$ cat src/rtl/fft_stage_sequencer_if.sv
// Handshake and memory-control bundle between the FFT stage sequencer and
// the FFT top FSM, the two sample BRAMs, the twiddle ROM and the butterfly.
interface fft_stage_sequencer_if #(
  parameter int ADDR_WIDTH = 6
);
  logic                  start;
  logic                  busy;
  logic                  done;
  logic [ADDR_WIDTH-1:0] stage;
  logic                  rd_en;
  logic                  rd_bank;
  logic [ADDR_WIDTH-1:0] rd_addr_a;
  logic [ADDR_WIDTH-1:0] rd_addr_b;
  logic [ADDR_WIDTH-1:0] tf_addr;
  logic                  wr_en;
  logic                  wr_bank;
  logic [ADDR_WIDTH-1:0] wr_addr_a;
  logic [ADDR_WIDTH-1:0] wr_addr_b;
  logic                  result_bank;

  modport master (
    input  start,
    output busy, done, stage, rd_en, rd_bank, rd_addr_a, rd_addr_b, tf_addr,
           wr_en, wr_bank, wr_addr_a, wr_addr_b, result_bank
  );

  modport slave (
    output start,
    input  busy, done, stage, rd_en, rd_bank, rd_addr_a, rd_addr_b, tf_addr,
           wr_en, wr_bank, wr_addr_a, wr_addr_b, result_bank
  );
endinterface

$ cat src/rtl/fft_stage_sequencer.sv
// Address/control sequencer for a radix-2 in-place DIF FFT: walks log2(N) stages of
// N/2 butterflies, ping-pongs between two banks and replays read addresses as writes.
module fft_stage_sequencer #(
  parameter int N          = 64,
  parameter int ADDR_WIDTH = $clog2(N),
  parameter int PIPE_LAT   = 3
) (
  input  logic                  clk,
  input  logic                  rst,
  fft_stage_sequencer_if.master bus
);

  localparam int AW = ADDR_WIDTH;
  localparam int CW = (PIPE_LAT > 1) ? $clog2(PIPE_LAT) : 1;
  localparam logic [AW-1:0] K_LAST   = AW'(N / 2 - 1);
  localparam logic [AW-1:0] S_LAST   = AW'(AW - 1);
  localparam logic [CW-1:0] C_LAST   = CW'(PIPE_LAT - 1);
  localparam logic          RES_BANK = ((AW % 2) == 1);

  typedef enum logic [1:0] {IDLE, RUN, DRAIN, FIN} state_t;

  function automatic logic [AW-1:0] low_mask(input logic [AW-1:0] p);
    return ~({AW{1'b1}} << p);
  endfunction

  // Butterfly upper address: k with a zero spliced in at bit p.
  function automatic logic [AW-1:0] upper_addr(input logic [AW-1:0] k, input logic [AW-1:0] p);
    logic [AW-1:0] m;
    m = low_mask(p);
    return ((k & ~m) << 1) | (k & m);
  endfunction

  function automatic logic [AW-1:0] twiddle_idx(input logic [AW-1:0] k, input logic [AW-1:0] p,
                                                input logic [AW-1:0] s);
    return (k & low_mask(p)) << s;
  endfunction

  state_t        state_q, state_d;
  logic [AW-1:0] k_q, k_d;
  logic [AW-1:0] s_q, s_d;
  logic [CW-1:0] cnt_q, cnt_d;
  logic [AW-1:0] p_d;

  logic          busy_q, busy_d;
  logic          done_q, done_d;
  logic [AW-1:0] stage_q, stage_d;
  logic          rd_en_q, rd_en_d;
  logic          rd_bank_q, rd_bank_d;
  logic [AW-1:0] rd_addr_a_q, rd_addr_a_d;
  logic [AW-1:0] rd_addr_b_q, rd_addr_b_d;
  logic [AW-1:0] tf_addr_q, tf_addr_d;
  logic          result_bank_q, result_bank_d;

  logic          dly_vld_q  [PIPE_LAT];
  logic          dly_vld_d  [PIPE_LAT];
  logic          dly_bank_q [PIPE_LAT];
  logic          dly_bank_d [PIPE_LAT];
  logic [AW-1:0] dly_a_q    [PIPE_LAT];
  logic [AW-1:0] dly_a_d    [PIPE_LAT];
  logic [AW-1:0] dly_b_q    [PIPE_LAT];
  logic [AW-1:0] dly_b_d    [PIPE_LAT];

  always_comb begin
    state_d = state_q;
    k_d     = k_q;
    s_d     = s_q;
    cnt_d   = cnt_q;
    unique case (state_q)
      IDLE: begin
        if (bus.start) begin
          state_d = RUN;
          k_d     = '0;
          s_d     = '0;
        end
      end
      RUN: begin
        if (k_q == K_LAST) begin
          state_d = DRAIN;
          cnt_d   = '0;
        end else begin
          k_d = k_q + AW'(1);
        end
      end
      DRAIN: begin
        if (cnt_q == C_LAST) begin
          k_d = '0;
          if (s_q == S_LAST) begin
            state_d = FIN;
          end else begin
            state_d = RUN;
            s_d     = s_q + AW'(1);
          end
        end else begin
          cnt_d = cnt_q + CW'(1);
        end
      end
      FIN: begin
        state_d = IDLE;
        s_d     = '0;
      end
      default: state_d = IDLE;
    endcase

    // Outputs are registered from the next state so they line up with state_q.
    p_d           = S_LAST - s_d;
    rd_en_d       = (state_d == RUN);
    busy_d        = (state_d != IDLE);
    done_d        = (state_q == FIN);
    stage_d       = s_d;
    rd_bank_d     = rd_en_d & s_d[0];
    rd_addr_a_d   = rd_en_d ? upper_addr(k_d, p_d) : '0;
    rd_addr_b_d   = rd_en_d ? (upper_addr(k_d, p_d) | (AW'(1) << p_d)) : '0;
    tf_addr_d     = rd_en_d ? twiddle_idx(k_d, p_d, s_d) : '0;
    result_bank_d = (state_q == FIN) ? RES_BANK : result_bank_q;
  end

  always_comb begin
    dly_vld_d[0]  = rd_en_q;
    dly_bank_d[0] = rd_en_q & ~rd_bank_q;
    dly_a_d[0]    = rd_addr_a_q;
    dly_b_d[0]    = rd_addr_b_q;
    for (int i = 1; i < PIPE_LAT; i++) begin
      dly_vld_d[i]  = dly_vld_q[i-1];
      dly_bank_d[i] = dly_bank_q[i-1];
      dly_a_d[i]    = dly_a_q[i-1];
      dly_b_d[i]    = dly_b_q[i-1];
    end
  end

  always_ff @(posedge clk) begin
    if (rst) begin
      state_q       <= IDLE;
      k_q           <= '0;
      s_q           <= '0;
      cnt_q         <= '0;
      busy_q        <= 1'b0;
      done_q        <= 1'b0;
      stage_q       <= '0;
      rd_en_q       <= 1'b0;
      rd_bank_q     <= 1'b0;
      rd_addr_a_q   <= '0;
      rd_addr_b_q   <= '0;
      tf_addr_q     <= '0;
      result_bank_q <= 1'b0;
      dly_vld_q     <= '{default: 1'b0};
      dly_bank_q    <= '{default: 1'b0};
      dly_a_q       <= '{default: '0};
      dly_b_q       <= '{default: '0};
    end else begin
      state_q       <= state_d;
      k_q           <= k_d;
      s_q           <= s_d;
      cnt_q         <= cnt_d;
      busy_q        <= busy_d;
      done_q        <= done_d;
      stage_q       <= stage_d;
      rd_en_q       <= rd_en_d;
      rd_bank_q     <= rd_bank_d;
      rd_addr_a_q   <= rd_addr_a_d;
      rd_addr_b_q   <= rd_addr_b_d;
      tf_addr_q     <= tf_addr_d;
      result_bank_q <= result_bank_d;
      dly_vld_q     <= dly_vld_d;
      dly_bank_q    <= dly_bank_d;
      dly_a_q       <= dly_a_d;
      dly_b_q       <= dly_b_d;
    end
  end

  assign bus.busy        = busy_q;
  assign bus.done        = done_q;
  assign bus.stage       = stage_q;
  assign bus.rd_en       = rd_en_q;
  assign bus.rd_bank     = rd_bank_q;
  assign bus.rd_addr_a   = rd_addr_a_q;
  assign bus.rd_addr_b   = rd_addr_b_q;
  assign bus.tf_addr     = tf_addr_q;
  assign bus.wr_en       = dly_vld_q[PIPE_LAT-1];
  assign bus.wr_bank     = dly_bank_q[PIPE_LAT-1];
  assign bus.wr_addr_a   = dly_a_q[PIPE_LAT-1];
  assign bus.wr_addr_b   = dly_b_q[PIPE_LAT-1];
  assign bus.result_bank = result_bank_q;

endmodule

$ cat src/flat_wrapper.sv
// flat-port wrapper written by rule: the top's interface ports become plain ports
module fft_stage_sequencer_flat 
#(
  parameter int N          = 64,
  parameter int ADDR_WIDTH = $clog2(N),
  parameter int PIPE_LAT   = 3
)
  (clk, rst, bus_start, bus_busy, bus_done, bus_stage, bus_rd_en, bus_rd_bank, bus_rd_addr_a, bus_rd_addr_b, bus_tf_addr, bus_wr_en, bus_wr_bank, bus_wr_addr_a, bus_wr_addr_b, bus_result_bank);
  fft_stage_sequencer_if #(.ADDR_WIDTH(ADDR_WIDTH)) bus_i ();
  input  logic clk;
  input  logic rst;
  input wire logic [$bits(bus_i.start)-1:0] bus_start;
  output wire logic [$bits(bus_i.busy)-1:0] bus_busy;
  output wire logic [$bits(bus_i.done)-1:0] bus_done;
  output wire logic [$bits(bus_i.stage)-1:0] bus_stage;
  output wire logic [$bits(bus_i.rd_en)-1:0] bus_rd_en;
  output wire logic [$bits(bus_i.rd_bank)-1:0] bus_rd_bank;
  output wire logic [$bits(bus_i.rd_addr_a)-1:0] bus_rd_addr_a;
  output wire logic [$bits(bus_i.rd_addr_b)-1:0] bus_rd_addr_b;
  output wire logic [$bits(bus_i.tf_addr)-1:0] bus_tf_addr;
  output wire logic [$bits(bus_i.wr_en)-1:0] bus_wr_en;
  output wire logic [$bits(bus_i.wr_bank)-1:0] bus_wr_bank;
  output wire logic [$bits(bus_i.wr_addr_a)-1:0] bus_wr_addr_a;
  output wire logic [$bits(bus_i.wr_addr_b)-1:0] bus_wr_addr_b;
  output wire logic [$bits(bus_i.result_bank)-1:0] bus_result_bank;
  assign bus_i.start = bus_start;
  assign bus_busy = bus_i.busy;
  assign bus_done = bus_i.done;
  assign bus_stage = bus_i.stage;
  assign bus_rd_en = bus_i.rd_en;
  assign bus_rd_bank = bus_i.rd_bank;
  assign bus_rd_addr_a = bus_i.rd_addr_a;
  assign bus_rd_addr_b = bus_i.rd_addr_b;
  assign bus_tf_addr = bus_i.tf_addr;
  assign bus_wr_en = bus_i.wr_en;
  assign bus_wr_bank = bus_i.wr_bank;
  assign bus_wr_addr_a = bus_i.wr_addr_a;
  assign bus_wr_addr_b = bus_i.wr_addr_b;
  assign bus_result_bank = bus_i.result_bank;
  fft_stage_sequencer #(.N(N), .ADDR_WIDTH(ADDR_WIDTH), .PIPE_LAT(PIPE_LAT)) u_core (.clk(clk), .rst(rst), .bus(bus_i));
endmodule
$ cat config.mk
export PLATFORM = sky130hd
export DESIGN_NAME = fft_stage_sequencer_flat
export DESIGN_NICKNAME = d
export VERILOG_FILES = /design/src/rtl/fft_stage_sequencer_if.sv /design/src/rtl/fft_stage_sequencer.sv /design/src/flat_wrapper.sv
export SDC_FILE = /design/constraint.sdc
export NUM_CORES = 1
export LEC_CHECK = 0
export BUFFER_PORTS_ARGS = -buffer_cell sky130_fd_sc_hd__buf_2
export CORE_MARGIN = 1.5
export CORE_UTILIZATION = 40
export CTS_CLUSTER_SIZE = 14
export DETAILED_ROUTE_END_ITERATION = 8
export HOLD_SLACK_MARGIN = 0.1
export PLACE_DENSITY_LB_ADDON = 0.05
export SYNTH_ARGS = -nofsm -noshare
export SYNTH_HDL_FRONTEND = slang
export SYNTH_SLANG_ARGS = --single-unit
$ cat constraint.sdc
create_clock -name clk -period 7 [get_ports clk]
set_input_delay 0.35 -clock clk [delete_from_list [all_inputs] [get_ports clk]]
set_output_delay 0.35 -clock clk [all_outputs]
set_load 0.02 [all_outputs]
### Word-level counts from Yosys, hierarchy flattened

Index checks and enable logic that the tools add are counted.

* logic and storage cells: 70
* flip-flop bits (word level): 80
* output and inout port bits: 43
* input bits: 3

* equality and inequality tests: 9
* add/sub/neg operators: 4
* mux-type cells: 16
* shifts and indexed selects: 3
* reduce and logical (&&, ||, !) cells: 5
* bitwise operators: 10

Operators by type and width (count)
* $mux W6: 6
* $pmux W6 S3: 2
* $add A6 B1 Y6 const B: 2
* $mux W2: 6
* $or A6 B6 Y6: 2
* $pmux W2 S4: 1
* $and A6 B6 Y6: 1
* $eq A2 B2 Y1 const B: 3
* $eq A6 B3 Y1 const B: 1
* $eq A6 B5 Y1 const B: 1
* $not A6 Y6: 1
* $shl A1 B6 Y6 const A: 1
* $shl A6 B6 Y6: 1
* $shl A6 B6 Y6 const A: 1
* $sub A3 B6 Y6 const A: 1
* $and A5 B5 Y5: 1
* $not A5 Y5: 1
* $eq A2 B1 Y1 const B: 2
* $pmux W2 S2: 1
* $reduce_bool A2 Y1: 2
* $reduce_and A3 Y1: 1
* $add A2 B1 Y2 const B: 1
* $and A1 B1 Y1: 2
* $logic_not A2 Y1: 1
* 4 further kinds: 5

### Depth between registers and ports, before layout

* depth after elaboration: 11
* mapped depth: 18

### Worst setup path after synthesis

No wires, ideal clock.

* path kind: reg2reg
* start: register u_core.s_q[1]
* end: register u_core.tf_addr_q[4] (netlist: u_core.bus.tf_addr[4])
* arrival: 3393 ps
* required time: 6881 ps
* library setup time: 119 ps
* path buffers: 3
* period minus slack after synthesis: 3512 ps
* path slack: 3488 ps
* cell stages (with the launch flop): 18
* cells stage by stage: dfxtp_1 inv_1 ha_1 and3b_4 a21boi_1 o211a_1 buf_2 inv_2 buf_1 ha_1 inv_1 a2111oi_2 nand3_1 o211ai_2 buf_6 nor3_2 o31ai_2 nor3_2

* word-level cells in the longest chain between the ends: 9
* elaborated cells on any way between the ends: 17
* classes of those cells: 2 x add/sub; 2 x eq/ne; 2 x shift; 7 x mux; 3 x bitwise; 1 x reduce/logical

Ends and longest elaborated chain
* from (decl): RTL line fft_stage_sequencer.sv:40 `logic [AW-1:0] s_q, s_d;`
* from (signal assigned): RTL line fft_stage_sequencer.sv:134 `s_q <= '0;`
* from (signal assigned): RTL line fft_stage_sequencer.sv:152 `s_q <= s_d;`
* $add A6 B1 Y6 / $eq A6 B3 Y1 (equally long branches): RTL line fft_stage_sequencer.sv:91, fft_stage_sequencer.sv:87
* $mux W6: RTL line fft_stage_sequencer.sv:87 `if (s_q == S_LAST) begin`
* $mux W6: RTL line fft_stage_sequencer.sv:85 `if (cnt_q == C_LAST) begin`
* $pmux W6 S3 (*): RTL line fft_stage_sequencer.sv:68 `unique case (state_q)`
* $sub A3 B6 Y6 (*): RTL line fft_stage_sequencer.sv:105 `p_d = S_LAST - s_d;`
* net u_core.p_d[1]: RTL line fft_stage_sequencer.sv:42 `logic [AW-1:0] p_d;`
* $shl A6 B6 Y6 (*): RTL line fft_stage_sequencer.sv:23 `return ~({AW{1'b1}} << p);`
* $not A6 Y6 (*): RTL line fft_stage_sequencer.sv:23
* $and A6 B6 Y6 (*): RTL line fft_stage_sequencer.sv:35 `return (k & low_mask(p)) << s;`
* $shl A6 B6 Y6 (*): RTL line fft_stage_sequencer.sv:35
* to (signal assigned): RTL line fft_stage_sequencer.sv:161 `tf_addr_q <= tf_addr_d;`
* to (decl): RTL line fft_stage_sequencer.sv:51 `logic [AW-1:0] tf_addr_q, tf_addr_d;`

The timed path passes the listed nets; every way through them passes the cells marked *.
A chain may end at the register's enable or synchronous reset.

### Worst setup path after layout

* start: register u_core.state_q[1]
* end: register u_core.rd_addr_b_q[3] (netlist: u_core.bus.rd_addr_b[3])

* word-level cells in the longest chain between the ends: 9
* elaborated cells on any way between the ends: 22
* classes of those cells: 1 x add/sub; 4 x eq/ne; 2 x shift; 6 x mux; 7 x bitwise; 2 x reduce/logical

Ends and longest elaborated chain
* from (decl): RTL line fft_stage_sequencer.sv:38 `state_t state_q, state_d;`
* from (signal assigned): RTL line fft_stage_sequencer.sv:150 `state_q <= state_d;`
* $eq A2 B2 Y1 / $logic_not A2 Y1 (equally long branches): RTL line fft_stage_sequencer.sv:68
* $pmux W6 S3: RTL line fft_stage_sequencer.sv:68
* $sub A3 B6 Y6: RTL line fft_stage_sequencer.sv:105
* $shl A6 B6 Y6: RTL line fft_stage_sequencer.sv:23
* $not A6 Y6: RTL line fft_stage_sequencer.sv:23
* $not A5 Y5: RTL line fft_stage_sequencer.sv:30 `return ((k & ~m) << 1) | (k & m);`
* $and A5 B5 Y5: RTL line fft_stage_sequencer.sv:30
* $or A6 B6 Y6: RTL line fft_stage_sequencer.sv:30
* $or A6 B6 Y6: RTL line fft_stage_sequencer.sv:112 `rd_addr_b_d = rd_en_d ? (upper_addr(k_d, p_d) | (AW'(1) << p_d)) : '0;`
* to (signal assigned): RTL line fft_stage_sequencer.sv:160 `rd_addr_b_q <= rd_addr_b_d;`
* to (decl): RTL line fft_stage_sequencer.sv:50 `logic [AW-1:0] rd_addr_b_q, rd_addr_b_d;`

Parallel ways exist; a longest one is shown, timed or not.

==> flow_metrics.tcl <==
set metrics [dict create \
    core_um2 8300 \
    initialDrtViolationCount 96 \
    cp.required_ps 7260 \
    start_util 0.417 \
    gp_congestion 0.826 \
    worstPathMaxFanout 14 \
    drv_slew 0 \
    htreeDepth 3 \
    cts_resized 0 \
    hp-start "bus_start" \
    drive_gt1_frac 0.234 \
    wl_um 6940 \
    area_delta_synth_final_pct 10.4 \
    hold_viol 0 \
    hp-class "input pin to flop" \
    grt_max_degree 59 \
    async_flop_share 0 \
    die_h_um 96.0 \
    p_total_uw 840 \
    wire_per_inst_um 14.1 \
    synthDominantCellAreaShare 0.463 \
    grtUsageTotal 0.159 \
    relSlewSlack 0.508 \
    firstDrtPassIters 4 \
    setup_viol 0 \
    antenna_found_initial 0 \
    worstSetupPathType "flop to flop" \
    final_nets 396 \
    n_fill_cell 796 \
    cts.sinks 80 \
    utilization 0.460 \
    grt_pass1_wl_um 11100 \
    finClkSkew_ps 16.1 \
    die-width_um 96.0 \
    worst_pin_slew_ps 718 \
    syn_avg_cell_area_um2 9.67 \
    drc 0 \
    clock_path_buffers 2 \
    cts.clk_slew.worst_paths_ps 90 \
    leakagePower_uw 0.00162 \
    min_period_over_period 0.577 \
    synthesis.area_um2 3460 \
    clock_latency_ps 360 \
    cts_setup_buffers 0 \
    cp-start-kind "flop" \
    endpoint_kind "flop" \
    die-area_um2 9220 \
    status "completed" \
    synth_seq_cells 80 \
    yosys.area.top_type "dfxtp_1" \
    synth_flop_cell "dfxtp_1" \
    synth_cells 358 \
    cts_tree "done" \
    ant_nets 0 \
    crit_start "u_core.state_q[1]$_SDFF_PP0_" \
    grt_pass1_vias 2292 \
    ir_drop_mv 0.110 \
    synthDistinctLibCells 70 \
    critPathArrivalTime_ps 4290 \
    timing.final.crit_period_ps 4040 \
    synth_edf_count 0 \
    syn-num-nets 370 \
    vias 2473 \
    r2r_start "u_core.state_q[1]$_SDFF_PP0_" \
    fin_area_um2 3820 \
    fp-row-count 33 \
    yosysWarnings 0 \
    powerDensity_nw_per_um2 220 \
    io_pins 46 \
    hold_ws_ps 418 \
    setup_tns_ps 0 \
    rsz0062_at_grt "no" \
    ys_seq_area_frac 0.463 \
    fmax_ghz 0.248 \
    via_per_inst 5.01 \
    cts_buffers 9 \
    port_buffers 44 \
    diodes 0 \
    hold_buffers 0 \
    overflow 0 \
    dp_hpwl_um 4740 \
    synth_area_leaders "dfxtp_1 (46%), nor2b_1 (8.9%), ha_1 (3.3%)" \
    dpl-instance-area_um2 3640 \
    cts_root_buf "clkbuf_8" \
    maxCapViolations 0 \
]
[registers in the layout, indices dropped and copies added (netlist names), 2 cells and up]
name	cells
u_core.dly_bank_d	2
u_core.bus.rd_addr_b	6
u_core.bus.wr_addr_a	6
u_core.k_q	6
u_core.cnt_q	2
u_core.bus.tf_addr	6
u_core.bus.wr_addr_b	6
u_core.dly_b_d	12
u_core.bus.rd_addr_a	6
u_core.s_q	6
u_core.dly_vld_d	2
u_core.dly_a_d	12
u_core.state_q	2
[per-stage QoR]
step | setup WS (ps) | cells
finish | 2960 | 494
global route | 2660 | 494
CTS | 2960 | 494
detailed placement | 3010 | 478
global placement | 3170 | 478
floorplan | 3490 | 358
[kinds of logic (layout without fill, tap and decap cells)]
family                     after synthesis  after routing  share of synthesized area
muxes                                    9              9                     0.0278
and+or+nand+nor                        143            143                      0.238
buffers and inverters                   44             75                     0.0683
AOI/OAI and AO/OA                       72             72                      0.170
DFF                                     80             80                      0.463
adders and majority gates                9              9                     0.0325
other                                    1              1                    0.00108
[report_power, final]
part | switching (uW) | internal (uW) | total, uW
combinational | 35.7 | 16.2 | 52.0
clock | 187 | 135 | 322
sequential | 3.18 | 462 | 465
total | 226 | 613 | 840
[worst paths after layout]
path | slack (ps) | to | cells past startpoint
worst max-delay path | 2960 | u_core.bus.rd_addr_b[3]$_SDFF_PP0_ | 14
worst max register to register | 2960 | u_core.bus.rd_addr_b[3]$_SDFF_PP0_ | 14
worst min-delay path | 420 | u_core.state_q[1]$_SDFF_PP0_ | 4
worst min register to register | 430 | u_core.dly_bank_d[1]$_SDFF_PP0_ | 1
[metal layers]
layer,share of wire,vias up,global-route usage
met1,0.51,1146,0.212
met3,0.041,8,0.0474
li1,-,1276,-
met2,0.44,43,0.248
met5,0,-,0
met4,0.012,0,0.0478
[cells in the mapped netlist (3+ instances only)]
| cell | instances |
|---|---|
| ha_1 | 9 |
| nand3b_1 | 3 |
| or2_2 | 3 |
| nand2b_1 | 7 |
| inv_1 | 11 |
| buf_4 | 13 |
| buf_2 | 5 |
| dfxtp_1 | 80 |
| a211oi_2 | 3 |
| nor2_1 | 28 |
| mux2i_1 | 4 |
| nor2b_1 | 49 |
| mux2_2 | 5 |
| clkbuf_1 | 9 |
| nand3_1 | 9 |
| a22oi_1 | 3 |
| a211oi_1 | 5 |
| o21ai_0 | 8 |
| o2111ai_1 | 3 |
| a21oi_1 | 15 |
| nand2_1 | 23 |
[layout by cell type (no fill, tap or decap), types with 3 or more instances in the layout]
master      n
inv_6       3
a21oi_1    15
ha_1        9
clkbuf_8    9
a22oi_1     3
nand2b_1    7
nor2b_1    49
o2111ai_1   3
nand3b_1    3
nand2_1    23
buf_2      44
o21ai_0     8
dfxtp_1    80
nor2_1     28
mux2_2      5
a211oi_2    3
nand3_1     9
inv_1      11
mux2i_1     4
or2_2       3
a211oi_1    5
[worst max-delay path, stage by stage, from the launching register on]
cell and delay (ps):
dfxtp_1 380, inv_1 100, ha_1 330, nor2b_1 470, o2111ai_1 200, o211a_1 300, inv_2 270, ha_1 230
inv_1 110, a2111oi_2 340, nand3_1 140, o211ai_2 520, mux2i_1 250, nor2_1 70, a41o_1 220
[final cells by class]
cell class	count	area, um^2	area share
inverters	14	53.8	0.0141
repair buffers	45	228	0.0596
multi-input cells	234	1620	0.425
clock buffers	9	124	0.0324
well taps	105	131	0.0344
flip-flops and latches	80	1600	0.419
clock inverters	7	58.8	0.0154
Power figures use the tool's default switching activity.
